### src/rtl/seq_pkg.sv
// Shared constants for the serial pattern generator: FSM state encoding
// and the default transmitted pattern.
package seq_pkg;

    localparam logic [2:0] IDLE  = 3'd0;
    localparam logic [2:0] SHIFT = 3'd1;
    localparam logic [2:0] GAP   = 3'd2;
    localparam logic [2:0] DONE  = 3'd3;

    localparam logic [3:0] PAT_1011 = 4'b1011;

endpackage

### src/rtl/seq_down_counter.sv
// Loadable down-counter with a zero flag; load has priority over enable.
module seq_down_counter #(
    parameter int W = 4
) (
    input  logic         clk,
    input  logic         reset,
    input  logic         load,
    input  logic         en,
    input  logic [W-1:0] load_val,
    output logic [W-1:0] count,
    output logic         zero
);

    always_ff @(posedge clk) begin
        if (!reset) begin
            count <= '0;
        end else if (load) begin
            count <= load_val;
        end else if (en) begin
            count <= count - 1'b1;
        end
    end

    assign zero = (count == '0);

endmodule

### src/rtl/seq_gen_pattern.sv
// Serial pattern transmitter: sends PATTERN MSB-first rep_count times with
// gap_len zero bits between repetitions, then pulses done.
module seq_gen_pattern
    import seq_pkg::*;
#(
    parameter int               PAT_W   = 4,
    parameter logic [PAT_W-1:0] PATTERN = PAT_1011,
    parameter int               CNT_W   = 8,
    parameter int               GAP_W   = 4
) (
    input  logic             clk,
    input  logic             reset,
    input  logic             start,
    input  logic [CNT_W-1:0] rep_count,
    input  logic [GAP_W-1:0] gap_len,
    output logic             out_bit,
    output logic             out_valid,
    output logic             frame_start,
    output logic             busy,
    output logic             done
);

    localparam int BW = $clog2(PAT_W);
    localparam logic [BW-1:0] BIT_TOP = BW'(PAT_W - 1);

    logic [2:0]       state;
    logic [2:0]       next_state;
    logic [GAP_W-1:0] gap_lat;
    logic             accept;

    logic             bit_load, bit_en, bit_zero;
    logic [BW-1:0]    bit_idx;
    logic             rep_load, rep_en, rep_zero;
    logic [CNT_W-1:0] rep_left_unused;
    logic             gap_load, gap_en, gap_zero;
    logic [GAP_W-1:0] gap_left_unused;

    assign accept = (state == IDLE) && start && (rep_count != '0);

    // Repetition and gap counters hold "remaining minus one", so their
    // zero flag marks the last repetition / last gap cycle directly.
    seq_down_counter #(.W(BW)) u_bit_cnt (
        .clk(clk), .reset(reset), .load(bit_load), .en(bit_en),
        .load_val(BIT_TOP), .count(bit_idx), .zero(bit_zero)
    );

    seq_down_counter #(.W(CNT_W)) u_rep_cnt (
        .clk(clk), .reset(reset), .load(rep_load), .en(rep_en),
        .load_val(rep_count - 1'b1), .count(rep_left_unused), .zero(rep_zero)
    );

    seq_down_counter #(.W(GAP_W)) u_gap_cnt (
        .clk(clk), .reset(reset), .load(gap_load), .en(gap_en),
        .load_val(gap_lat - 1'b1), .count(gap_left_unused), .zero(gap_zero)
    );

    always_ff @(posedge clk) begin
        if (!reset) begin
            state   <= IDLE;
            gap_lat <= '0;
        end else begin
            state <= next_state;
            if (accept) begin
                gap_lat <= gap_len;
            end
        end
    end

    always_comb begin
        next_state = state;
        bit_load   = 1'b0;
        bit_en     = 1'b0;
        rep_load   = 1'b0;
        rep_en     = 1'b0;
        gap_load   = 1'b0;
        gap_en     = 1'b0;
        case (state)
            IDLE: begin
                if (start) begin
                    if (rep_count != '0) begin
                        next_state = SHIFT;
                        bit_load   = 1'b1;
                        rep_load   = 1'b1;
                    end else begin
                        next_state = DONE;
                    end
                end
            end
            SHIFT: begin
                if (!bit_zero) begin
                    bit_en = 1'b1;
                end else if (rep_zero) begin
                    next_state = DONE;
                end else begin
                    rep_en = 1'b1;
                    if (gap_lat != '0) begin
                        next_state = GAP;
                        gap_load   = 1'b1;
                    end else begin
                        bit_load = 1'b1;
                    end
                end
            end
            GAP: begin
                if (gap_zero) begin
                    next_state = SHIFT;
                    bit_load   = 1'b1;
                end else begin
                    gap_en = 1'b1;
                end
            end
            DONE: begin
                next_state = IDLE;
            end
            default: begin
                next_state = IDLE;
            end
        endcase
    end

    assign out_valid   = (state == SHIFT) || (state == GAP);
    assign out_bit     = (state == SHIFT) && PATTERN[bit_idx];
    assign frame_start = (state == SHIFT) && (bit_idx == BIT_TOP);
    assign busy        = (state != IDLE);
    assign done        = (state == DONE);

endmodule

### config.mk
export PLATFORM = sky130hd
export DESIGN_NAME = seq_gen_pattern
export DESIGN_NICKNAME = d
export VERILOG_FILES = /design/src/rtl/seq_pkg.sv /design/src/rtl/seq_down_counter.sv /design/src/rtl/seq_gen_pattern.sv
export SDC_FILE = /design/constraint.sdc
export NUM_CORES = 1
export LEC_CHECK = 0
export BUFFER_PORTS_ARGS = -buffer_cell sky130_fd_sc_hd__buf_4
export CORE_ASPECT_RATIO = 0.7
export CORE_MARGIN = 8
export CORE_UTILIZATION = 60
export CTS_CLUSTER_SIZE = 25
export DETAILED_ROUTE_END_ITERATION = 8
export MAX_ROUTING_LAYER = met4
export PLACE_DENSITY = 0.8
export RECOVER_POWER = 100
export SLEW_MARGIN = 20
export SYNTH_ARGS = -nofsm -noshare
export SYNTH_HDL_FRONTEND = slang
export SYNTH_SLANG_ARGS = --single-unit
### constraint.sdc
create_clock -name clk -period 7.6 [get_ports clk]
set_input_delay 1.52 -clock clk [delete_from_list [all_inputs] [get_ports clk]]
set_output_delay 1.52 -clock clk [all_outputs]
set_load 0.01 [all_outputs]
==> results.py, run 1 <==
metrics = {
    "final_layout": {
        "layout.cells.most_common_list": "sky130_fd_sc_hd__nand2_1, sky130_fd_sc_hd__dfxtp_1, sky130_fd_sc_hd__buf_4",
        "antenna-diode-count": 0,
        "multi_input_gate_area_in_the_final_layout_um2": 950,
        "fin_util_pct": 71.8,
        "seq_area_um2": 400,
        "nFillCells": 206,
        "flow.area_growth_from_synthesis_pct": 10.6,
        "share_of_cells_above_drive_strength_1_pct": 12.0,
        "design.final.nets": 217,
        "mostFrequentLayoutCell": "sky130_fd_sc_hd__nand2_1",
    },
    "yosys": {
        "synth_area_per_cell_um2": 8.24,
        "synth_cell_types": 47,
        "yosysSeqAreaShare_pct": 27.9,
        "syn_nets": 198,
        "yosys_register_bits": 20,
        "mappedNetlistArea_um2": 1430,
        "postSynthCellCount": 174,
        "ys.warnings.count": 0,
    },
    "cts": {
        "worst_setup_hold_path_clk_slew_ps": 120,
        "cts.sink_count": 20,
        "cts-htree-levels": 1,
        "post_cts.repair.setup_buffers": 0,
        "clockRootBuffer": "sky130_fd_sc_hd__clkbuf_4",
        "cts_made_buffers": 3,
        "holdBufCountCts": 0,
        "clkLatencyLatePin_ps": 310,
        "post_cts_resize_count": 0,
        "tritoncts_clock_tree": "yes",
        "cts_buffer_depth": 2,
    },
    "critical_path": {
        "timing_worst_setup_path_type": "primary input to flip-flop",
        "setup.worst_path.start_class": "primary input",
        "worst_r2r_src": "state[0]$_SDFFE_PN0P_",
        "cp_max_fo": 12,
        "cp_num_cells": 5,
        "r2r_depth": 10,
        "rrSetupSlack_ps": 4490,
        "worstPathBufferInverterCount": 1,
        "worst-endpoint-arrival_ps": 3890,
        "worst_r2r_endpoint": "u_rep_cnt.count[4]$_SDFFE_PN0P_",
        "path_delay_family": "compound AO/OA/AOI/OAI gates",
        "critical_path_cell_list": "buf_4 > or4_1 > o21ai_0 > nand2_1 > o211a_1",
        "crit_slowest_cell": "sky130_fd_sc_hd__o21ai_0",
        "worst-endpoint-required_ps": 7820,
        "critical_path_end": "u_rep_cnt.count[1]$_SDFFE_PN0P_",
        "critical_path.endpoint_type": "flip-flop",
        "cp_max_stage_delay_ps": 990,
        "cp-startpoint": "rep_count[3]",
    },
    "sta": {
        "hold_viol_final": 0,
        "timing.final.crit_share_pct": 48.3,
        "grt_setup_unrepaired": "false",
        "final_setup_violations": 0,
        "slew_headroom_pct": 16.0,
        "fin_tns_setup_ps": 0,
        "worstMarginPinSlew_ps": 1250,
        "fmax_mhz": 272,
        "fin_crit_ps": 3670,
        "final-max-slew-violation-count": 0,
        "finClkSkew_ps": 3.14,
        "final.setup.worst_slack_ps": 3930,
    },
    "drt": {
        "drt-initial-drc-count": 98,
        "antenna_violating_nets_post_route": 0,
        "routed_wl_mm": 3.46,
        "viasPerCell": 6.29,
        "vias": 1409,
        "detail_route.drc_violations": 0,
        "wl_per_cell_um": 15.5,
        "drt_pre_antenna_iters": 4,
    },
    "floorplan": {
        "floorplan.io_pins": 20,
        "row_cnt": 14,
        "start_util_pct": 65.0,
        "die-width_um": 74.4,
        "floorplan.core_area_um2": 2210,
        "die_height_um": 56.9,
        "die-area_um2": 4240,
    },
    "placement": {
        "placement.setup.worst_slack_ps": 3790,
        "place.port_buffers": 19,
        "dp.final_hpwl_mm": 2.66,
        "place.gp.congestion": 0.947,
    },
    "grt": {
        "groute.usage.overall_pct": 17.4,
        "antenna_violations_before_repair": 0,
        "grt_pass1_wl_mm": 5.87,
        "pin_count_of_the_biggest_net_entering_global_routing": 24,
        "gr-total-overflow": 0,
        "first_global_vias": 1346,
    },
    "worst_hold_path": {
        "worstHoldPathType": "flip-flop to flip-flop",
    },
    "run_status": {
        "run_status": "complete, no violations",
    },
    "power": {
        "power.sequential.fraction_pct": 30.2,
        "swShare_pct": 45.1,
        "leakage_dissipation_nw": 0.634,
        "power.combinational.fraction_pct": 54.3,
        "p_sw_mw": 0.263,
        "vdd.ir_drop.worst_v": 0.000193,
        "power_density_nw_per_um2": 367,
        "power_report.internal_total_mw": 0.319,
        "clock_share_of_power_pct": 15.5,
    },
    "job": {
        "cap_viol_max_count": 0,
    },
}
==> worst register-to-register path, stage by stage, from the launching register on <==
cell and delay, ps:
sky130_fd_sc_hd__dfxtp_1 370, sky130_fd_sc_hd__inv_1 120, sky130_fd_sc_hd__ha_1 280, sky130_fd_sc_hd__nand2_2 160, sky130_fd_sc_hd__a21oi_1 790, sky130_fd_sc_hd__mux2i_1 310
sky130_fd_sc_hd__ha_1 280, sky130_fd_sc_hd__o21ai_0 180, sky130_fd_sc_hd__nor3_1 160, sky130_fd_sc_hd__a21oi_1 100, sky130_fd_sc_hd__o31a_1 270
==> worst min path at each step <==
stage | startpoint | to | slack (ps) | cells past startpoint
4_1_cts | u_rep_cnt.count[7]$_SDFFE_PN0P_ | u_rep_cnt.count[7]$_SDFFE_PN0P_ | 490 | 2
5_1_grt | u_rep_cnt.count[7]$_SDFFE_PN0P_ | u_rep_cnt.count[7]$_SDFFE_PN0P_ | 520 | 2
3_5_place_dp | u_rep_cnt.count[7]$_SDFFE_PN0P_ | u_rep_cnt.count[7]$_SDFFE_PN0P_ | 470 | 2
3_3_place_gp | gap_lat[3]$_SDFFE_PN0P_ | gap_lat[3]$_SDFFE_PN0P_ | 460 | 2
6_report | u_rep_cnt.count[7]$_SDFFE_PN0P_ | u_rep_cnt.count[7]$_SDFFE_PN0P_ | 510 | 2
2_1_floorplan | u_rep_cnt.count[7]$_SDFFE_PN0P_ | u_rep_cnt.count[7]$_SDFFE_PN0P_ | 440 | 2
==> synthesized netlist by cell type (all sizes together) <==
| cell | number | area [um2] |
|---|---|---|
| ha | 9 | 113 |
| o41a | 1 | 11.3 |
| a21boi | 8 | 60.1 |
| nor4 | 5 | 37.5 |
| mux2i | 5 | 50.1 |
| and3 | 2 | 12.5 |
| o311ai | 2 | 17.5 |
| dfxtp | 20 | 400 |
| a211o | 2 | 17.5 |
| nor2 | 13 | 53.8 |
| o221a | 1 | 11.3 |
| nor2b | 4 | 25.0 |
| nor3 | 7 | 35.0 |
| o21a | 5 | 37.5 |
| or4 | 4 | 30.0 |
| nand2 | 25 | 96.4 |
| o21ai | 11 | 55.1 |
| inv | 5 | 18.8 |
| o31a | 1 | 8.76 |
| o221ai | 1 | 8.76 |
| a2bb2oi | 1 | 8.76 |
| xnor2 | 3 | 26.3 |
| o211a | 3 | 37.5 |
| and2 | 3 | 18.8 |
| nand4b | 1 | 8.76 |
| nand4 | 2 | 12.5 |
| a31oi | 1 | 6.26 |
| buf | 2 | 16.3 |
| dlygate4sd3 | 1 | 10.0 |
| a22oi | 1 | 7.51 |
| clkbuf | 2 | 11.3 |
| o2111ai | 1 | 8.76 |
| a21oi | 11 | 70.1 |
| nand3 | 4 | 20.0 |
| o311a | 2 | 20.0 |
| a211oi | 1 | 7.51 |
| o211ai | 4 | 43.8 |
==> per-stage QoR <==
step                cells  hold WS, ps  total power [mW]  instance area, um2
detailed placement    220          471             0.512                1580
global placement      220          460             0.499                1580
floorplan             174          441             0.440                1430
CTS                   224          490             0.604                1630
global route          224          520             0.630                1590
finish                224          506             0.582                1590
==> power by group through the flow <==
stage	Clock [mW]	Sequential, mW	Combinational, mW
CTS	0.0916	0.175	0.337
global route	0.0953	0.181	0.354
floorplan	0	0.167	0.273
finish	0.0899	0.176	0.316
detailed placement	0	0.177	0.335
global placement	0	0.174	0.324
==> logic make-up (layout without fill, tap and decap cells) <==
| kind of cell | after synthesis | in the layout | synth area share (%) |
|---|---|---|---|
| simple gates | 70 | 70 | 24.4 |
| compound gates | 57 | 57 | 30.5 |
| flops | 20 | 20 | 27.9 |
| buf+inv | 10 | 28 | 3.93 |
| fa+ha+maj | 9 | 9 | 7.85 |
| mux | 5 | 5 | 3.49 |
| xor+xnor | 3 | 3 | 1.83 |
==> final cells by class <==
type / count / area share (%)
flip-flops and latches: 20 / 25.3
clock inverters: 1 / 1.89
clock buffers: 3 / 1.42
multi-input cells: 144 / 59.9
well taps: 32 / 2.53
repair buffers: 19 / 7.81
inverters: 5 / 1.18
==> routing by layer <==
| layer | wire length, um | vias up | track usage (%) | part of all wire [%] |
|---|---|---|---|---|
| met1 | 1580 | 638 | 22.2 | 46 |
| met2 | 1540 | 71 | 25.8 | 44 |
| li1 | - | 691 | - | - |
| met5 | 0 | - | - | 0 |
| met4 | 36 | 0 | 4.44 | 1.0 |
| met3 | 303 | 9 | 5.31 | 8.8 |
==> flip-flops by register name, summed over array words and instances, names as in the netlist <==
name	flops
u_gap_cnt.count	4
state	2
u_bit_cnt.count	2
u_rep_cnt.count	8
gap_lat	4
No activity file was read; power rests on OpenSTA's default activity.
==> inputs of run 2 (changes only) <==
Settings changed: CORE_UTILIZATION 60 to 51, PLACE_DENSITY 0.8 to 0.72.
Clock period 7.6 ns to 3.1 ns, I/O delays scaled along.
==> run 2 against run 1 <==
Effect of this change: global-route usage is 1.3 points lower; sequential cell count stayed put; die area is 13% higher; largest power group unchanged; total power grew to 2.5 times the previous value; routed wire length is 1.2% higher; non-clock buffer count is 3 higher; register-to-register slack worse by 4100 ps; core utilization is 12 points lower.
==> results.py, run 2 (synthesis results as in run 1) <==
metrics = {
    "run_status": {
        "run_status": "complete, no violations",
    },
    "sta": {
        "grt_setup_unrepaired": "false",
        "final_setup_violations": 0,
        "hold_slack_ps": 478,
        "finClkSkew_ps": 1.38,
        "timing.final.crit_share_pct": 87.8,
        "fmax_mhz": 367,
        "final.setup.worst_slack_ps": 379,
        "fin_crit_ps": 2720,
        "final-max-slew-violation-count": 0,
        "worstMarginPinSlew_ps": 611,
        "slew_headroom_pct": 58.9,
        "hold_viol_final": 0,
        "fin_tns_setup_ps": 0,
    },
    "critical_path": {
        "timing_worst_setup_path_type": "flip-flop to flip-flop",
        "path_delay_family": "compound AO/OA/AOI/OAI gates",
        "worst-endpoint-arrival_ps": 2880,
        "crit_slowest_cell": "sky130_fd_sc_hd__dfxtp_1",
        "cp_max_stage_delay_ps": 360,
        "critical-path-top-cell-by-count": "sky130_fd_sc_hd__ha_1",
        "critical_path_cell_list": "inv_1 > ha_1 > nand2_2 > a21oi_4 > mux2i_1 > ha_1 > o21ai_0 > nor3_1 > a21oi_1 > o31a_1",
        "worst-endpoint-required_ps": 3260,
        "cp_max_fo": 10,
        "worstPathBufferInverterCount": 1,
        "critical_path.endpoint_type": "flip-flop",
        "setup.worst_path.start_class": "flip-flop",
    },
    "cts": {
        "worst_setup_hold_path_clk_slew_ps": 80,
        "clockRootBuffer": "sky130_fd_sc_hd__clkbuf_8",
        "clkLatencyLatePin_ps": 260,
        "tritoncts_clock_tree": "yes",
        "cts_buffer_depth": 2,
        "cts_made_buffers": 3,
        "holdBufCountCts": 0,
        "cts-htree-levels": 1,
        "post_cts_resize_count": 0,
        "post_cts.repair.setup_buffers": 0,
        "cts.sink_count": 20,
    },
    "floorplan": {
        "floorplan.core_area_um2": 2740,
        "floorplan.io_pins": 20,
        "die_height_um": 60.4,
        "die-width_um": 79.4,
        "start_util_pct": 52.3,
        "die-area_um2": 4790,
        "row_cnt": 16,
    },
    "drt": {
        "met2RoutedLength_mm": 1.57,
        "antenna_violating_nets_post_route": 0,
        "detail_route.drc_violations": 0,
        "vias": 1394,
        "routed_wl_mm": 3.50,
        "drt-met1-wl_mm": 1.68,
        "top_layer": "met4",
        "drt-initial-drc-count": 151,
        "wl_per_cell_um": 15.2,
        "drt_pre_antenna_iters": 4,
        "viasPerCell": 6.03,
        "route.met3.wl_um": 241,
    },
    "power": {
        "power_density_nw_per_um2": 900,
        "swShare_pct": 43.8,
        "power.combinational.fraction_pct": 52.9,
        "power.sequential.fraction_pct": 29.3,
        "vdd.ir_drop.worst_v": 0.000373,
        "clock_share_of_power_pct": 17.8,
        "power_report.internal_total_mw": 0.829,
        "leakage_dissipation_nw": 0.656,
        "p_sw_mw": 0.646,
    },
    "final_layout": {
        "share_of_cells_above_drive_strength_1_pct": 13.3,
        "largest_register_ff_count": 8,
        "mostFrequentLayoutCell": "sky130_fd_sc_hd__nand2_1",
        "design.final.nets": 220,
        "antenna-diode-count": 0,
        "biggestRegsByFlops": "u_rep_cnt.count: 8 flops, gap_lat: 4 flops, u_gap_cnt.count: 4 flops",
        "largest_register": "u_rep_cnt.count",
        "flow.area_growth_from_synthesis_pct": 14.3,
        "layout.cells.most_common_list": "sky130_fd_sc_hd__nand2_1, sky130_fd_sc_hd__dfxtp_1, sky130_fd_sc_hd__buf_4",
    },
    "grt": {
        "gr-total-overflow": 0,
        "antenna_violations_before_repair": 0,
        "grt_pass1_wl_mm": 6.13,
        "first_global_vias": 1336,
        "groute.usage.overall_pct": 16.1,
        "pin_count_of_the_biggest_net_entering_global_routing": 24,
    },
    "worst_hold_path": {
        "worstHoldPathType": "flip-flop to flip-flop",
    },
    "placement": {
        "dp.final_hpwl_mm": 2.71,
        "place.port_buffers": 19,
        "place.gp.congestion": 0.936,
        "placement.setup.worst_slack_ps": 428,
    },
    "job": {
        "cap_viol_max_count": 0,
    },
}
==> run 2: final timing paths <==
| path | start | end | slack (ps) | cells after the start |
|---|---|---|---|---|
| max | state[0]$_SDFFE_PN0P_ | u_rep_cnt.count[4]$_SDFFE_PN0P_ | 380 | 10 |
| min | gap_lat[3]$_SDFFE_PN0P_ | gap_lat[3]$_SDFFE_PN0P_ | 480 | 2 |
| max reg2reg | state[0]$_SDFFE_PN0P_ | u_rep_cnt.count[4]$_SDFFE_PN0P_ | 380 | 10 |
| min reg2reg | gap_lat[3]$_SDFFE_PN0P_ | gap_lat[3]$_SDFFE_PN0P_ | 480 | 2 |
==> run 2: final cells by class <==
class / count / area, um2
fill: 261 / 1100
multi-input combinational: 144 / 961
sequential: 20 / 400
timing repair buffer: 22 / 143
tap: 36 / 45.0
clock buffer: 3 / 41.3
clock inverter: 1 / 30.0
inverter: 5 / 18.8
==> run 2: power by group through the flow <==
stage,Sequential [mW],Clock (mW),Combinational (mW)
3_5_place_dp,0.434,0,0.826
3_3_place_gp,0.427,0,0.806
6_report,0.432,0.262,0.781
4_1_cts,0.429,0.267,0.833
5_1_grt,0.443,0.279,0.882
2_1_floorplan,0.409,0,0.669
==> run 2: worst register-to-register path, cell delays in order, from the launching register on <==
cell and delay (ps):
sky130_fd_sc_hd__dfxtp_1 360, sky130_fd_sc_hd__inv_1 120, sky130_fd_sc_hd__ha_1 290, sky130_fd_sc_hd__nand2_2 200, sky130_fd_sc_hd__a21oi_4 350, sky130_fd_sc_hd__mux2i_1 280, sky130_fd_sc_hd__ha_1 280, sky130_fd_sc_hd__o21ai_0 180
sky130_fd_sc_hd__nor3_1 190, sky130_fd_sc_hd__a21oi_1 100, sky130_fd_sc_hd__o31a_1 270
==> run 2: metrics by stage <==
| stage | cell area [um2] | power, mW | instances | utilization, % |
|---|---|---|---|---|
| after floorplan | 1430 | 1.08 | 174 | - |
| after global placement | 1610 | 1.23 | 227 | 58.6 |
| after detailed placement | 1610 | 1.26 | 227 | 58.6 |
| after CTS | 1680 | 1.53 | 231 | 61.2 |
| after global routing | 1640 | 1.60 | 231 | 59.8 |
| final | 1640 | 1.48 | 231 | 59.8 |
==> run 2: layer usage <==
| metal | GRT usage, % | vias to the layer above |
|---|---|---|
| met4 | 1.84 | 0 |
| li1 | - | 690 |
| met1 | 19.8 | 658 |
| met2 | 26.0 | 42 |
| met3 | 5.33 | 4 |
| met5 | - | - |
==> inputs of run 3 (changes only) <==
Settings changed: CORE_UTILIZATION 51 to 30, PLACE_DENSITY 0.72 to 0.46.
==> run 3 against run 2 <==
Effect of this change: sequential cell count stayed put; critical endpoint unchanged; design area increased by 1.6%; clock skew rose by 0.57 ps; largest cell class unchanged; first-iteration DRC count fell by 52%; sequential power about the same; non-clock buffer count did not move; sequential share of layout area is 0.39 points lower; routed wire length rose by 11%; core utilization shrank 24 points.
==> results.py, run 3 (synthesis results as in run 1) <==
metrics = {
    "run_status": {
        "run_status": "complete, no violations",
    },
    "floorplan": {
        "floorplan.io_pins": 20,
        "die_height_um": 73.8,
        "die-area_um2": 7280,
        "floorplan.core_area_um2": 4700,
        "start_util_pct": 30.5,
        "row_cnt": 21,
        "die-width_um": 98.6,
    },
    "sta": {
        "fmax_mhz": 369,
        "final-max-slew-violation-count": 0,
        "slew_headroom_pct": 60.8,
        "finClkSkew_ps": 1.96,
        "worstMarginPinSlew_ps": 583,
        "hold_viol_final": 0,
        "grt_setup_unrepaired": "false",
        "timing.final.crit_share_pct": 87.4,
        "final_setup_violations": 0,
        "final.setup.worst_slack_ps": 391,
        "fin_crit_ps": 2710,
        "fin_tns_setup_ps": 0,
    },
    "power": {
        "vdd.ir_drop.worst_v": 0.000308,
        "leakage_dissipation_nw": 0.656,
        "power_density_nw_per_um2": 893,
    },
    "worst_hold_path": {
        "min_from": "u_rep_cnt.count[0]$_SDFFE_PN0P_",
        "worstHoldPathType": "flip-flop to flip-flop",
    },
    "final_layout": {
        "mostFrequentLayoutCell": "sky130_fd_sc_hd__nand2_1",
        "biggestRegsByFlops": "u_rep_cnt.count: 8 flops, gap_lat: 4 flops, u_gap_cnt.count: 4 flops",
        "finish.instance_area_um2": 1670,
        "layout.cells.most_common_list": "sky130_fd_sc_hd__nand2_1, sky130_fd_sc_hd__dfxtp_1, sky130_fd_sc_hd__buf_4",
        "flow.area_growth_from_synthesis_pct": 16.1,
        "largest_register": "u_rep_cnt.count",
        "largest_register_ff_count": 8,
        "design.final.nets": 220,
        "share_of_cells_above_drive_strength_1_pct": 13.3,
        "layoutNonFillerInstCount": 252,
        "antenna-diode-count": 0,
    },
    "cts": {
        "tritoncts_clock_tree": "yes",
        "cts_made_buffers": 3,
        "post_cts.repair.setup_buffers": 0,
        "clkLatencyLatePin_ps": 260,
        "cts.sink_count": 20,
        "post_cts_resize_count": 0,
        "clockRootBuffer": "sky130_fd_sc_hd__clkbuf_8",
        "worst_setup_hold_path_clk_slew_ps": 80,
        "cts-htree-levels": 1,
        "cts_buffer_depth": 2,
        "holdBufCountCts": 0,
    },
    "drt": {
        "viasPerCell": 5.56,
        "detail_route.drc_violations": 0,
        "vias": 1402,
        "drt-initial-drc-count": 73,
        "drt_pre_antenna_iters": 4,
        "antenna_violating_nets_post_route": 0,
        "wl_per_cell_um": 15.5,
        "routed_wl_mm": 3.90,
    },
    "critical_path": {
        "setup.worst_path.start_class": "flip-flop",
        "cp_max_fo": 10,
        "critical_path_cell_list": "inv_1 > ha_1 > nand2_2 > a21oi_4 > mux2i_1 > ha_1 > o21ai_0 > nor3_1 > a21oi_1 > o31a_1",
        "critical-path-top-cell-by-count": "sky130_fd_sc_hd__ha_1",
        "crit_slowest_cell": "sky130_fd_sc_hd__dfxtp_1",
        "critical_path.endpoint_type": "flip-flop",
        "timing_worst_setup_path_type": "flip-flop to flip-flop",
        "cp-startpoint": "state[0]$_SDFFE_PN0P_",
        "cp_max_stage_delay_ps": 360,
        "worst-endpoint-arrival_ps": 2870,
        "worst_r2r_src": "state[0]$_SDFFE_PN0P_",
        "worst-endpoint-required_ps": 3260,
    },
    "job": {
        "cap_viol_max_count": 0,
    },
    "placement": {
        "detailed_place.area_um2": 1630,
        "place.port_buffers": 19,
        "place.gp.congestion": 0.866,
        "placed_cells_incl_taps": 248,
        "dp.final_hpwl_mm": 2.99,
        "placement.setup.worst_slack_ps": 432,
    },
    "grt": {
        "grt_pass1_wl_mm": 6.40,
        "pin_count_of_the_biggest_net_entering_global_routing": 24,
        "gr-total-overflow": 0,
        "groute.usage.overall_pct": 11.4,
        "antenna_violations_before_repair": 0,
        "first_global_vias": 1279,
    },
}
-- run 3: cell counts in the layout (fill, tap and decap cells not counted) --
No cell type changed its count.
-- run 3: layout make-up --
cell class / count / area (um2)
Clock buffer: 3 / 41.3
Clock inverter: 1 / 30.0
Fill cell: 515 / 3040
Inverter: 5 / 18.8
Multi-Input combinational cell: 144 / 961
Sequential cell: 20 / 400
Tap cell: 57 / 71.3
Timing Repair Buffer: 22 / 143
-- run 3: worst max-delay path, delay by kind of cell, from the launching register on --
family | cells | cell delay [ps]
AO/OA/AOI/OAI | 4 | 870
adder cells (fa/ha/maj) | 2 | 580
AND/OR/NAND/NOR | 2 | 370
flip-flops | 1 | 360
multiplexers | 1 | 290
buffers and inverters | 1 | 120
-- run 3: path summary, 6_finish.rpt --
check	endpoint	slack [ps]	cells past startpoint
hold / removal	u_rep_cnt.count[0]$_SDFFE_PN0P_	500	2
hold reg to reg	u_rep_cnt.count[0]$_SDFFE_PN0P_	500	2
setup reg to reg	u_rep_cnt.count[4]$_SDFFE_PN0P_	390	10
setup / recovery	u_rep_cnt.count[4]$_SDFFE_PN0P_	390	10
-- run 3: stage by stage --
step | utilization (%) | hold WS [ps] | power [mW]
final | 35.4 | 500 | 1.49
after global routing | 35.4 | 523 | 1.62
after CTS | 36.2 | 491 | 1.56
after detailed placement | 34.7 | 477 | 1.27
after global placement | 34.7 | 471 | 1.26
after floorplan | - | 441 | 1.08
-- run 3: layer usage --
metal	track usage, %	part of all wire (%)	vias up
met5	-	0	-
met4	2.54	0.44	0
met3	3.31	6.9	2
met2	16.0	41	56
met1	15.5	52	651
li1	-	-	693
-- run 3: where the power goes --
part,switching [mW],leakage (nW),internal [mW],total (mW)
Sequential,0.0920,0.164,0.340,0.432
Combinational,0.472,0.456,0.316,0.788
Clock,0.0960,0.0357,0.172,0.268
Total,0.659,0.656,0.828,1.49
